[src/rtl/risc_rom_arbiter.sv]
// Two-requester (IF / DR) arbiter for a shared combinational ROM port, 2-cycle registered read latency.
// Define RISC_ROM_ARB_RR_EN for round-robin arbitration; default is DR priority with an IF starvation guard.
module risc_rom_arbiter #(
   parameter int ADDR_W     = 32,
   parameter int DATA_W     = 32,
   parameter int STARVE_MAX = 4
) (
   input  logic              clk,
   input  logic              reset,
   input  logic              if_req,
   input  logic [ADDR_W-1:0] if_addr,
   input  logic              if_flush,
   output logic              if_gnt,
   output logic              if_valid,
   output logic [DATA_W-1:0] if_data,
   output logic              if_err,
   input  logic              dr_req,
   input  logic [ADDR_W-1:0] dr_addr,
   output logic              dr_gnt,
   output logic              dr_valid,
   output logic [DATA_W-1:0] dr_data,
   output logic              dr_err,
   output logic [ADDR_W-1:0] rom_addr,
   input  logic [DATA_W-1:0] rom_data
);

   typedef enum logic {
      OWN_IF = 1'b0,
      OWN_DR = 1'b1
   } owner_t;

   logic   s1_valid;
   logic   s1_err;
   owner_t s1_owner;
   logic   s1_live;
   logic   if_pri;

   // NOTE: every output is assigned a default before the conditions, so no latch is inferred.
   always_comb begin
      if_gnt = 1'b0;
      dr_gnt = 1'b0;
      if (!reset) begin
         if (if_req && !if_flush && (!dr_req || if_pri))
            if_gnt = 1'b1;
         else if (dr_req)
            dr_gnt = 1'b1;
      end
   end

   // NOTE: sequential state uses non-blocking assignments so all registers sample pre-edge values.
   always_ff @(posedge clk) begin
      if (reset) begin
         rom_addr <= '0;
         s1_valid <= 1'b0;
         s1_owner <= OWN_IF;
         s1_err   <= 1'b0;
      end else begin
         s1_valid <= if_gnt || dr_gnt;
         if (if_gnt) begin
            rom_addr <= if_addr;
            s1_owner <= OWN_IF;
            s1_err   <= (if_addr[1:0] != 2'b00);
         end else if (dr_gnt) begin
            rom_addr <= dr_addr;
            s1_owner <= OWN_DR;
            s1_err   <= (dr_addr[1:0] != 2'b00);
         end
      end
   end

   // A redirect kills the IF access currently reading the ROM; DR traffic is untouched.
   assign s1_live = s1_valid && !(s1_owner == OWN_IF && if_flush);

   // NOTE: response data registers are reset too, since they are visible outputs that must read 0 after reset.
   always_ff @(posedge clk) begin
      if (reset) begin
         if_valid <= 1'b0;
         if_data  <= '0;
         if_err   <= 1'b0;
         dr_valid <= 1'b0;
         dr_data  <= '0;
         dr_err   <= 1'b0;
      end else begin
         if_valid <= s1_live && (s1_owner == OWN_IF);
         dr_valid <= s1_live && (s1_owner == OWN_DR);
         if (s1_live && s1_owner == OWN_IF) begin
            if_data <= s1_err ? '0 : rom_data;
            if_err  <= s1_err;
         end
         if (s1_live && s1_owner == OWN_DR) begin
            dr_data <= s1_err ? '0 : rom_data;
            dr_err  <= s1_err;
         end
      end
   end

`ifdef RISC_ROM_ARB_RR_EN
   owner_t rr_ptr;

   assign if_pri = (rr_ptr == OWN_IF);

   // The pointer always moves to the side that did not just win.
   always_ff @(posedge clk) begin
      if (reset)
         rr_ptr <= OWN_IF;
      else if (if_gnt)
         rr_ptr <= OWN_DR;
      else if (dr_gnt)
         rr_ptr <= OWN_IF;
   end
`else
   localparam logic [3:0] STARVE_LIM = 4'(STARVE_MAX);

   logic [3:0] starve_cnt;

   assign if_pri = (starve_cnt == STARVE_LIM);

   always_ff @(posedge clk) begin
      if (reset)
         starve_cnt <= '0;
      else if (!if_req || if_gnt)
         starve_cnt <= '0;
      else if (starve_cnt != STARVE_LIM)
         starve_cnt <= starve_cnt + 4'd1;
   end
`endif

endmodule

[config.mk]
export PLATFORM = sky130hd
export DESIGN_NAME = risc_rom_arbiter
export DESIGN_NICKNAME = d
export VERILOG_FILES = /design/src/rtl/risc_rom_arbiter.sv
export SDC_FILE = /design/constraint.sdc
export NUM_CORES = 1
export LEC_CHECK = 0
export BUFFER_PORTS_ARGS = -buffer_cell sky130_fd_sc_hd__buf_2
export CAP_MARGIN = 20
export CORE_MARGIN = 2
export CORE_UTILIZATION = 35
export CTS_CLUSTER_SIZE = 10
export DETAILED_ROUTE_END_ITERATION = 12
export GPL_TIMING_DRIVEN = 1
export SKIP_LAST_GASP = 1
export SYNTH_ARGS = -nofsm -noshare
export SYNTH_HDL_FRONTEND = slang
export SYNTH_SLANG_ARGS = --single-unit
[constraint.sdc]
create_clock -name clk -period 1.5 [get_ports clk]
set_clock_uncertainty 0.05 [all_clocks]
set_input_delay 0.15 -clock clk [delete_from_list [all_inputs] [get_ports clk]]
set_output_delay 0.15 -clock clk [all_outputs]
set_load 0.01 [all_outputs]
# Word-level counts from Yosys, hierarchy flattened
# Index checks and enable logic that the tools add are counted.
# op_classes
bitwise_logic	1
n_reduce_logical	18
n_mux	10
n_addsub	1
n_eq_ne	2
# ops
op	n
2-to-1 mux 32 bit	3
2-to-1 mux 1 bit	7
logical AND 1 bit	6
nonzero test 2 bit	3
adder 4 x 1 -> 4 bit (second input constant)	1
== test 4 x 3 -> 1 bit (second input constant)	1
logical NOT 1 bit	4
!= test 4 x 3 -> 1 bit (second input constant)	1
OR reduction 2 bit	2
logical OR 1 bit	3
NOT 1 bit	1
# totals
out_inout_bits	102
register_bits	107
elab_cells	43
input_bits	101

# Logic depth before layout (Yosys ltp)
# depth
ltp_word	7
depth_mapped	6
ltp_nobuf	5

# Worst setup path before layout
# OpenSTA, ideal clock, no wires.
# synth_path
path_kind	reg-to-reg
startpoint	reg starve_cnt[0]
endpoint	reg s1_err
required_ns	1.329
slack_ns	0.015
synth_period_minus_slack_ns	1.485
path_stages_with_launch	6
setup_time_ns	0.121
arrival_ns	1.314
path_buffers	0
cell_sequence	dfxtp_1 -> inv_1 -> ha_1 -> nand3b_4 -> a21oi_2 -> mux2_2
# synth_between
elab_chain_cells	6
word_cells_on_any_way	9
cone_classes	1 x eq/ne; 5 x mux; 3 x reduce/logical
# synth_lines
item	line	source
from (decl)	114	logic [3:0] starve_cnt;
from (signal assigned)	124	starve_cnt <= starve_cnt + 4'd1;
== test 4 x 3 -> 1 bit *	116	assign if_pri = (starve_cnt == STARVE_LIM);
logical OR 1 bit *	43	if (if_req && !if_flush && (!dr_req || if_pri))
logical AND 1 bit *	43	
2-to-1 mux 1 bit	43	
2-to-1 mux 1 bit	42	if (!reset) begin
2-to-1 mux 1 bit / nonzero test 2 bit (equally long branches)	--	
to (signal assigned)	62	s1_err <= (if_addr[1:0] != 2'b00);
to (signal assigned)	66	s1_err <= (dr_addr[1:0] != 2'b00);
to (decl)	33	logic s1_err;
# Every way passes the cells marked *; elsewhere a longest branch is shown, timed or not.
# A chain may end at the register's enable or synchronous reset.

# Final worst setup path
# layout_path
startpoint	reg starve_cnt[1]
endpoint	out if_gnt
# layout_between
elab_chain_cells	5
# layout_lines
item	line	source
== test 4 x 3 -> 1 bit	116	
logical OR 1 bit	43	
logical AND 1 bit	43	
2-to-1 mux 1 bit	43	
2-to-1 mux 1 bit	42	
to (decl)	13	output logic if_gnt,
# No other way between the ends.

==> run metrics <==
status finished, violations left; failing checks negative setup slack; Synth top area share 47.1%; Clock Latency Late Sink 340 ps; Worst-Margin Slew 462 ps; post-DR vias/cell 4.94; Post-DP Area 0.00575 sq mm; final wirelength 13600 um; Max-slew headroom 69.2%; GR Overflow Total 0; clk sinks between 100 and 150; via count 4404; FMAX 615 MHz; full die area 0.0139 sq mm; initial antenna violation count 0; floorplan core area roughly 0.013 sq mm; power per cell area between 1000 and 1500 mW/mm^2; fin worst setup slack -125 ps; final instance area 0.00626 sq mm; Syn-to-layout area delta 37.7%; crit-path cells inv_2 > ha_4 > nand3b_4 > a21o_4 > nor2_1 > buf_2; Syn Inst Count ~520; Num CTS Buffers 9; H-tree depth 3; GRT Resource Usage Total 18.7%; first-pass GRT wire length 21300 um; Setup crit start kind register; Antenna Cells 0; cell with the most instances after synthesis nand2_1; largest cells by area after synthesis dfxtp_1, nand2_1, a21oi_1; WP data arrival 1430 ps; Initial Utilization 35.9%; final worst path period need 1630 ps; Worst Path Required ~1300 ps; Chip Width 118 um; TritonRoute pass-1 iters 4; vias in the first global route 4307; Placer Congestion 0.761; register area share after synthesis roughly 47%; WL/cell 15.3 um; type of the most critical hold path input port to register; Critical Path Fanout Max 4; Setup crit end kind output pin; Yosys top cell by area dfxtp_1; Iteration-0 DRC Markers 271; IO buf count 202; YS warnings 0; CTS max path bufs 2; number of enable flip-flop cells after synthesis 0; Async SR Flop Fraction 0%; largest net degree at the start of global routing 58; Mapped Area 0.00455 sq mm; Slew Viols, Final 0; Nets 817; #FFs+latches synth 107; WS Path Type register to output pin; Max IR drop VDD 654 uV; Top FF cell, synth dfxtp_1; unrepaired setup endpoints after global routing yes; Critical Path Max Stage Delay 330 ps; DP Worst Slack -83.4 ps; CP max stage cell dfxtp_2; Final Setup Violations 34; CTS clock-pin slew for the worst setup and hold paths 70 ps; share of cells above drive strength 1 ~35%; # DRC 0; Post-synth top cells nand2_1, dfxtp_1, a21oi_1; Final Hold Fails 0; syn_nets 618; die height ~120 um; Leak 2.82 nW; CTS tree built; mean area per synthesized cell 8.83 sq um; Detail Route Antenna Nets 0; Total Power about 6.6 mW; Worst Hold Slack about 17 ps; DP Wirelength between 8000 and 9000 um; max_cap viols 0; Root Driver clkbuf_16; Rows 41; I/O Pins 203; period utilization 108%; Synth cell types 30
==> stage by stage <==
stage | cells | TNS [ps] | util (%)
after floorplan | 515 | 0 | -
after global placement | 862 | -20.5 | 45.3
after CTS | 886 | -334 | 48.6
final | 891 | -2080 | 49.4
after global routing | 891 | -4060 | 49.4
after detailed placement | 862 | -2120 | 45.3
==> timing repair <==
item / 4_1_cts / 5_1_grt
endpoints found under the setup margin: 35 / 35
gates resized for setup: 8 / 5
buffers inserted: 4 / 2
pin swaps: 2 / 14
endpoints found under the hold margin: 2 / 0
cloned: 2 / 3
hold buffers: 2 / 0
==> layout make-up <==
cell class,instances,area [sq um]
clock buffers,12,246
fillers,1250,6410
flip-flops and latches,107,2140
well taps,172,215
multi-input cells,364,2190
repair buffers,229,1380
clock inverters,4,73.8
inverters,3,11.3
==> layer usage <==
metal  track usage [%]  up-vias  wire length [um]
li1                  -     2166                 -
met1              23.4     2064              6100
met2              31.3      167              6450
met3              5.57        7               924
met4              4.89        0               145
met5                 0        -                 0
==> placed cells by master (no fill, tap or decap) <==
cell	n
a211oi_1	2
dfxtp_2	2
clkbuf_8	1
clkinv_2	1
nand3_1	1
buf_8	1
nand3b_4	1
nor2_1	9
clkbuf_1	2
buf_12	9
buf_6	1
and3b_1	1
buf_4	13
dlygate4sd3_1	2
nand2_1	133
clkbuf_16	11
ha_4	1
mux2_2	1
mux2i_1	34
clkinv_4	1
a21oi_2	1
nor3b_4	1
a21o_4	3
dfxtp_1	105
a21oi_1	99
nor3_1	5
bufinv_16	2
nand2_8	1
buf_2	201
ha_1	1
nand2b_1	2
and2_1	1
inv_2	3
nor2b_1	32
xnor2_1	2
or3b_1	1
o221a_1	32
==> kinds of logic (layout without fill, tap and decap cells) <==
logic type / Yosys count / after routing / share of synthesized area [%]
AO/OA/AOI/OAI: 135 / 137 / 19.7
XOR/XNOR: 2 / 2 / 0.385
adder cells (fa/ha/maj): 2 / 2 / 0.550
buffers and inverters: 46 / 248 / 6.16
flip-flops: 107 / 107 / 47.1
multiplexers: 35 / 35 / 7.73
AND/OR/NAND/NOR: 188 / 188 / 18.4
==> path summary, 6_finish.rpt <==
kind	start	endpoint	slack, ps	depth (start not counted)
max reg2reg	starve_cnt[0]	rom_addr[31]	-70	8
max	starve_cnt[1]	if_gnt	-130	6
min reg2reg	dr_data[2]	dr_data[2]	400	2
min	if_addr[14]	rom_addr[14]	20	2
==> worst max-delay path, delay by kind of cell (launching register included) <==
kind,cells,cell delay (ps)
AOI/OAI and AO/OA,1,220
adders and majority gates,1,150
buffers and inverters,2,200
DFF,1,330
and+or+nand+nor,2,180
==> state kept, by name (all words and copies together) (netlist names) <==
| register | cells |
|---|---|
| rom_addr | 32 |
| if_valid | 1 |
| dr_err | 1 |
| s1_valid | 1 |
| if_data | 32 |
| dr_data | 32 |
| if_err | 1 |
| starve_cnt | 4 |
| s1_owner | 1 |
| s1_err | 1 |
| dr_valid | 1 |
==> power by group <==
part           total (mW)  internal, mW  switching (mW)
Combinational       0.976         0.457           0.518
Clock                2.55          1.51            1.04
Sequential           3.04          2.97          0.0695
Power figures use the tool's default switching activity.
